===== config.mk =====
export PLATFORM = sky130hd
export DESIGN_NAME = mux4_rr_sched_flat
export DESIGN_NICKNAME = d
export VERILOG_FILES = /design/src/rtl/mux4_rr_sched_if.sv /design/src/rtl/mux4_rr_sched.sv /design/src/flat_wrapper.sv
export SDC_FILE = /design/constraint.sdc
export NUM_CORES = 1
export LEC_CHECK = 0
export BUFFER_PORTS_ARGS = -buffer_cell sky130_fd_sc_hd__buf_4
export CORE_MARGIN = 2
export CORE_UTILIZATION = 35
export CTS_BUF_LIST = sky130_fd_sc_hd__clkbuf_8
export DETAILED_ROUTE_END_ITERATION = 8
export HOLD_SLACK_MARGIN = 0.15
export PLACE_DENSITY = 0.59
export SYNTH_ARGS = -nofsm -noshare
export SYNTH_HDL_FRONTEND = slang
export SYNTH_SLANG_ARGS = --single-unit

===== constraint.sdc =====
create_clock -name clk -period 5.4 [get_ports clk]
set_clock_uncertainty 0.1 [all_clocks]
set_input_delay 0.54 -clock clk [delete_from_list [all_inputs] [get_ports clk]]
set_output_delay 0.54 -clock clk [all_outputs]
set_load 0.01 [all_outputs]

===== src/rtl/mux4_rr_sched_if.sv =====
// Requester-side bundle for the shared 4:1 mux: request/data in, grant/select/output back.
// No flow control of its own; requesters hold req until they are done.
interface mux4_rr_sched_if;
   logic [3:0] req;
   logic [3:0] c;
   logic [1:0] sel;
   logic [3:0] gnt;
   logic       valid;
   logic       z;

   modport master (output req, c, input sel, gnt, valid, z);
   modport slave  (input req, c, output sel, gnt, valid, z);
endinterface


===== src/rtl/mux4_rr_sched.sv =====
// Round-robin owner of a shared 4:1 bit mux, with a hold limit for fairness under contention.
// Latency: req to gnt is 1 cycle; no backpressure, so a requester waits by holding req high.
module mux4_rr_sched #(
   parameter int HOLD_MAX = 8
) (
   input logic            clk,
   input logic            reset,
   mux4_rr_sched_if.slave bus
);
   typedef enum logic {IDLE, OWN} state_t;

   localparam logic [7:0] CNT_LAST = 8'(HOLD_MAX - 1);

   state_t     state_q, state_d;
   logic [1:0] sel_q, sel_d;
   logic [3:0] gnt_q, gnt_d;
   logic       valid_q, valid_d;
   logic [1:0] ptr_q, ptr_d;
   logic [7:0] cnt_q, cnt_d;
   logic [2:0] pick;
   logic [1:0] nxt;

   // Returns {hit, index} of the first set bit at or after start, wrapping mod 4.
   function automatic logic [2:0] rr_pick(input logic [1:0] start, input logic [3:0] mask);
      logic [2:0] r;
      logic [1:0] idx;
      r = 3'b000;
      for (int k = 3; k >= 0; k--) begin
         idx = start + 2'(k);
         if (mask[idx]) r = {1'b1, idx};
      end
      return r;
   endfunction

   always_comb begin
      state_d = state_q;
      sel_d   = sel_q;
      gnt_d   = gnt_q;
      valid_d = valid_q;
      ptr_d   = ptr_q;
      cnt_d   = cnt_q;
      pick    = 3'b000;
      nxt     = sel_q + 2'd1;
      case (state_q)
         IDLE: begin
            gnt_d   = 4'b0000;
            valid_d = 1'b0;
            if (|bus.req) begin
               pick    = rr_pick(ptr_q, bus.req);
               sel_d   = pick[1:0];
               gnt_d   = 4'b0001 << pick[1:0];
               valid_d = 1'b1;
               cnt_d   = 8'd0;
               state_d = OWN;
            end
         end
         OWN: begin
            if (!bus.req[sel_q]) begin
               ptr_d = nxt;
               pick  = rr_pick(nxt, bus.req);
               cnt_d = 8'd0;
               if (pick[2]) begin
                  sel_d = pick[1:0];
                  gnt_d = 4'b0001 << pick[1:0];
               end else begin
                  gnt_d   = 4'b0000;
                  valid_d = 1'b0;
                  state_d = IDLE;
               end
            end else if (cnt_q == CNT_LAST) begin
               // Only hand over if someone else is actually waiting.
               pick  = rr_pick(nxt, bus.req & ~gnt_q);
               cnt_d = 8'd0;
               if (pick[2]) begin
                  sel_d = pick[1:0];
                  gnt_d = 4'b0001 << pick[1:0];
                  ptr_d = nxt;
               end
            end else begin
               cnt_d = cnt_q + 8'd1;
            end
         end
         default: state_d = IDLE;
      endcase
   end

   always_ff @(posedge clk) begin
      if (reset) begin
         state_q <= IDLE;
         sel_q   <= 2'd0;
         gnt_q   <= 4'b0000;
         valid_q <= 1'b0;
         ptr_q   <= 2'd0;
         cnt_q   <= 8'd0;
      end else begin
         state_q <= state_d;
         sel_q   <= sel_d;
         gnt_q   <= gnt_d;
         valid_q <= valid_d;
         ptr_q   <= ptr_d;
         cnt_q   <= cnt_d;
      end
   end

   assign bus.sel   = sel_q;
   assign bus.gnt   = gnt_q;
   assign bus.valid = valid_q;
   assign bus.z     = valid_q & bus.c[sel_q];
endmodule


===== src/flat_wrapper.sv =====
// flat-port wrapper written by rule: the top's interface ports become plain ports
module mux4_rr_sched_flat 
#(
   parameter int HOLD_MAX = 8
)
  (clk, reset, bus_req, bus_c, bus_sel, bus_gnt, bus_valid, bus_z);
  mux4_rr_sched_if bus_i ();
  input logic clk;
  input logic reset;
  input wire logic [$bits(bus_i.req)-1:0] bus_req;
  input wire logic [$bits(bus_i.c)-1:0] bus_c;
  output wire logic [$bits(bus_i.sel)-1:0] bus_sel;
  output wire logic [$bits(bus_i.gnt)-1:0] bus_gnt;
  output wire logic [$bits(bus_i.valid)-1:0] bus_valid;
  output wire logic [$bits(bus_i.z)-1:0] bus_z;
  assign bus_i.req = bus_req;
  assign bus_i.c = bus_c;
  assign bus_sel = bus_i.sel;
  assign bus_gnt = bus_i.gnt;
  assign bus_valid = bus_i.valid;
  assign bus_z = bus_i.z;
  mux4_rr_sched #(.HOLD_MAX(HOLD_MAX)) u_core (.clk(clk), .reset(reset), .bus(bus_i));
endmodule

# After elaboration in Yosys (flattened, before gate mapping)
# Index checks and enable logic that the tools add are counted.
# word_totals
reg_bits	18
in_bits	10
out_inout_bits	8
# op_classes
add_sub_neg	8
magnitude_cmp	9
n_eq_ne	9
n_shift	3
muxes	73
bitwise_logic	4
n_reduce_logical	5
# ops
cell	count
$mux W3	13
$bmux W1 S2	14
$mux W2	14
$lt A2 B3 Y1 const B	9
$mux W8	3
$mux W4	5
$mux W1	19
$pmux W8 S2	1
$shl A1 B2 Y4 const A	3
$ne A3 B3 Y1 const B	3
$add A2 B2 Y2 const B	4
$add A8 B1 Y8 const B	1
$eq A8 B3 Y1 const B	1
$ne A2 B2 Y1 const B	4
$pmux W4 S2	1
$add A2 B1 Y2 const B	3
$and A4 B4 Y4	1
$not A4 Y4	1
$pmux W1 S2	2
$pmux W2 S2	1
$reduce_and A2 Y1	2
$reduce_and A4 Y1	1
$reduce_or A4 Y1	1
$reduce_and A3 Y1	1
other kinds (3)	3

# Longest topological paths before layout
# depth
depth_word	16
depth_mapped	6
depth_no_buf	6

# Least setup slack after synthesis
# No wires, ideal clock.
# synth_path
path_kind	input -> register
from	in bus_req[0]
to	reg u_core.sel_q[0], in the netlist u_core.bus.sel[0]
setup_ps	117
arrival_ps	1800
t_required_ps	5183
slack_ps	3382
cell_stages	6
path_cell_list	clkbuf_1 > or4_1 > nand2_1 > nor4_1 > a21o_1 > a32o_1
# synth_via
elab_chain_len	14
# synth_rtl
item	line	rtl
from (decl)	flat_wrapper.sv:10	input wire logic [$bits(bus_i.req)-1:0] bus_req;
$and A4 B4 Y4	mux4_rr_sched.sv:72	pick = rr_pick(nxt, bus.req & ~gnt_q);
$bmux W1 S2	mux4_rr_sched.sv:30	if (mask[idx]) r = {1'b1, idx};
$mux W1 (not written as such)	mux4_rr_sched.sv:30	
$mux W3 (4 in series)	mux4_rr_sched.sv:30	
$mux W3	mux4_rr_sched.sv:70	end else if (cnt_q == CNT_LAST) begin
$mux W3	mux4_rr_sched.sv:58	if (!bus.req[sel_q]) begin
$mux W3	mux4_rr_sched.sv:44	case (state_q)
$mux W2	mux4_rr_sched.sv:74	if (pick[2]) begin
$mux W2	mux4_rr_sched.sv:70	
$mux W2	mux4_rr_sched.sv:58	
$pmux W2 S2	mux4_rr_sched.sv:44	
to (signal assigned)	mux4_rr_sched.sv:97	sel_q <= sel_d;
to (decl)	mux4_rr_sched.sv:15	logic [1:0] sel_q, sel_d;
# Parallel ways exist; a longest one is shown, timed or not. The select of a mux whose other input is x is not followed.
# A chain may end at the register's enable or synchronous reset.

# Worst setup path after layout
# layout_path
from	reg u_core.sel_q[0], in the netlist u_core.bus.sel[0]
to	out bus_z
# layout_via
elab_chain_len	3
# layout_rtl
item	line	rtl
$bmux W1 S2	mux4_rr_sched.sv:108	assign bus.z = valid_q & bus.c[sel_q];
$mux W1 (not written as such)	mux4_rr_sched.sv:108	
$and A1 B1 Y1	mux4_rr_sched.sv:108	
to (decl)	flat_wrapper.sv:15	output wire logic [$bits(bus_i.z)-1:0] bus_z;
# Every way passes these cells. The select of a mux whose other input is x is not followed.

==> flow_summary.json <==
{
  "antenna_found_initial": 0,
  "synth_common_cells": "sky130_fd_sc_hd__dfxtp_1, sky130_fd_sc_hd__a21oi_1, sky130_fd_sc_hd__nor2_1",
  "synth_sequential_area_ratio_pct": 27.4,
  "p_comb_share_pct": 32.0,
  "ys_top_cells_by_area": "sky130_fd_sc_hd__dfxtp_1, sky130_fd_sc_hd__a311oi_1, sky130_fd_sc_hd__a21oi_1, sky130_fd_sc_hd__nand2b_1, sky130_fd_sc_hd__nor2_1",
  "synth_area_in_simple_gates_pct": 30.4,
  "report.final.slew_viol_count": 0,
  "cp_slowest_cell": "sky130_fd_sc_hd__dfxtp_1",
  "number_of_antenna_repair_diodes": 0,
  "seqCellArea_um2": 360,
  "placement_rows": 22,
  "grt_overflow_total": 0,
  "synthesis.instances": 162,
  "fp.dieArea_um2": 4260,
  "crit_start_category": "flip-flop",
  "gp_congestion": 0.779,
  "first_global_vias": 1325,
  "vias_per_cell": 6.11,
  "cts.repair_timing.setup_buffer_count": 0,
  "mappedNetlistArea_um2": 1320,
  "dieWidth_um": 65.3,
  "io_buffer_count": 17,
  "dieHeight_um": 65.3,
  "synth_top_cell_by_area": "sky130_fd_sc_hd__dfxtp_1",
  "drt-pass1-iter-count": 4,
  "switchingPower_mw": 0.134,
  "critical_path.max_stage_delay_ns": 0.69,
  "post_layout_nonfiller_instances": 223,
  "yosys.area_share.adder_pct": 0.951,
  "yosys_most_used_dff": "sky130_fd_sc_hd__dfxtp_1",
  "total_via_count_after_detailed_routing": 1363,
  "number_of_routed_nets_with_antenna_violations": 0,
  "clock_sinks": 18,
  "synth-edff-count": 0,
  "finalWorstPathRequiredPeriod_ns": 2.45,
  "placedCellCount": 219,
  "cts_hold_repair.buffers": 0,
  "grt.total_usage_pct": 17.3,
  "clk_transition_reported_paths_ns": 0.07,
  "yosys-mux-area-fraction_pct": 4.19,
  "dp_hpwl_mm": 2.56,
  "wl_per_cell_um": 15.9,
  "path_cells": "mux4_2, and2_1, buf_4",
  "rsz_0062_raised_after_global_routing": "false",
  "synth_top_family_by_area": "compound AO/OA/AOI/OAI gates",
  "cts-htree-levels": 1,
  "compound_cell_area_share_of_the_yosys_netlist_pct": 32.3,
  "totalNegativeSetupSlack_ns": 0,
  "post-synth-top-count-cell": "sky130_fd_sc_hd__dfxtp_1",
  "worst-endpoint-arrival_ns": 1.81,
  "synth_cell_types": 54,
  "final_routed_wirelength_mm": 3.54,
  "p_per_area_nw_per_um2": 263,
  "timing.max_cap.violations": 0,
  "root_cell_of_the_clock_tree": "sky130_fd_sc_hd__clkbuf_8",
  "number_of_synthesized_register_bits": 18,
  "fraction_of_synthesized_cell_area_in_xor_and_xnor_cells_pct": 0.666,
  "cts_tree": "done",
  "synthesis.nets": 173,
  "timing.fmax_mhz": 408,
  "cp_data_required_time_ns": 4.76,
  "power.switching_fraction_pct": 33.4,
  "clkLatencyLatePin_ns": 0.25,
  "yosysWarnings": 0,
  "setup_violations": 0,
  "syn_avg_cell_area_um2": 8.12,
  "hold_class": "reg -> reg",
  "drcViolationCount": 0,
  "multi_input_comb_area_um2": 900,
  "cellLeakagePower_nw": 0.567,
  "seq_power_share_pct": 40.6,
  "final_min_period_over_clock_period_pct": 45.4,
  "outcome": "finished, final reports clean",
  "cts_max_path_buffers": 2,
  "worst_ir_drop_vdd_mv": 0.131,
  "numCtsBuffers": 3,
  "relSlewSlack_pct": 58.3,
  "post_route_cells_drive_above_1_share_pct": 17.1,
  "crit_path_max_fanout": 16,
  "final_net_count": 187,
  "dr.first_iter.drc_count": 101,
  "pin_count_of_the_biggest_net_entering_global_routing": 18,
  "finalPower_mw": 0.401,
  "worst_pin_slew_ns": 0.625,
  "p_int_mw": 0.267,
  "fillerInstances": 389,
  "ctsResizeCount": 0,
  "global_route_wire_length_before_repair_mm": 5.74,
  "netlist.area_leader.share_pct": 27.4,
  "critical_path.endpoint_type": "output pin",
  "core_utilization_of_the_finished_layout_pct": 42.0,
  "cp_class": "reg -> out",
  "io_pins": 18,
  "final.hold.worst_slack_ns": 0.391,
  "floorplan.initialDensity_pct": 36.2,
  "power.share.clock_pct": 27.4,
  "ys_async_sr_fraction_pct": 0,
  "report.final.hold_viol_count": 0,
  "coreArea_um2": 3630,
  "area_growth_syn_to_layout_pct": 16.0
}
## cell usage in the layout (no fill, tap or decap), types with 4 or more instances in the layout
cell type	n
sky130_fd_sc_hd__dfxtp_1	18
sky130_fd_sc_hd__buf_4	17
sky130_fd_sc_hd__a311oi_1	8
sky130_fd_sc_hd__clkbuf_8	4
sky130_fd_sc_hd__nand2_1	12
sky130_fd_sc_hd__nor3_1	5
sky130_fd_sc_hd__inv_1	6
sky130_fd_sc_hd__a21oi_1	13
sky130_fd_sc_hd__nor2_1	13
sky130_fd_sc_hd__nand2b_1	9
## per-stage QoR
step           worst slack (ns)  area (um2)
2_1_floorplan              3.38        1320
3_3_place_gp               3.13        1470
3_5_place_dp               2.99        1470
4_1_cts                    2.95        1530
5_1_grt                    2.88        1530
6_report                   2.95        1530
## layer usage
layer / share of wire [%] / wire length [um] / track usage (%) / up-vias
li1: - / - / - / 659
met1: 41 / 1460 / 19.1 / 667
met2: 52 / 1840 / 31.8 / 27
met3: 4.0 / 141 / 2.74 / 10
met4: 2.9 / 103 / 8.59 / 0
met5: 0 / 0 / 0 / -
## critical path: cells and delay by family, from the launching register on
family | cells | cell delay (ns)
flops | 1 | 0.69
buf+inv | 1 | 0.14
simple gates | 1 | 0.16
mux | 1 | 0.57
## final cells by class
type | count | area share (%)
flip-flops and latches | 18 | 23.6
repair buffers | 17 | 8.37
multi-input cells | 130 | 59.0
well taps | 48 | 3.94
clock buffers | 4 | 3.61
inverters | 6 | 1.48
## final timing paths
check | end | from | slack, ns | cells after the start
max | bus_z | u_core.bus.sel[0] | 2.95 | 3
min | u_core.cnt_q[7] | u_core.cnt_q[7] | 0.39 | 1
max reg2reg | u_core.bus.gnt[0] | u_core.bus.sel[0] | 3.07 | 5
min reg2reg | u_core.cnt_q[7] | u_core.cnt_q[7] | 0.39 | 1
## logic make-up (layout without fill, tap and decap cells)
family | after synthesis | after routing
simple gates | 70 | 70
compound gates | 55 | 55
flops | 18 | 18
fa+ha+maj | 1 | 1
xor+xnor | 1 | 1
mux | 3 | 3
buf+inv | 14 | 27
## registers in the layout (all words and copies together), names as in the netlist
signal and count:
u_core.bus.valid 1, u_core.ptr_q 2, u_core.bus.sel 2, u_core.state_q 1, u_core.bus.gnt 4, u_core.cnt_q 8
## power groups by stage
stage | Combinational [mW] | Sequential [mW] | Clock (mW)
after detailed placement | 0.126 | 0.165 | 0
after global placement | 0.122 | 0.164 | 0
after global routing | 0.139 | 0.165 | 0.122
final | 0.128 | 0.163 | 0.110
after floorplan | 0.0917 | 0.158 | 0
after CTS | 0.127 | 0.162 | 0.114
Power figures use the tool's default switching activity.
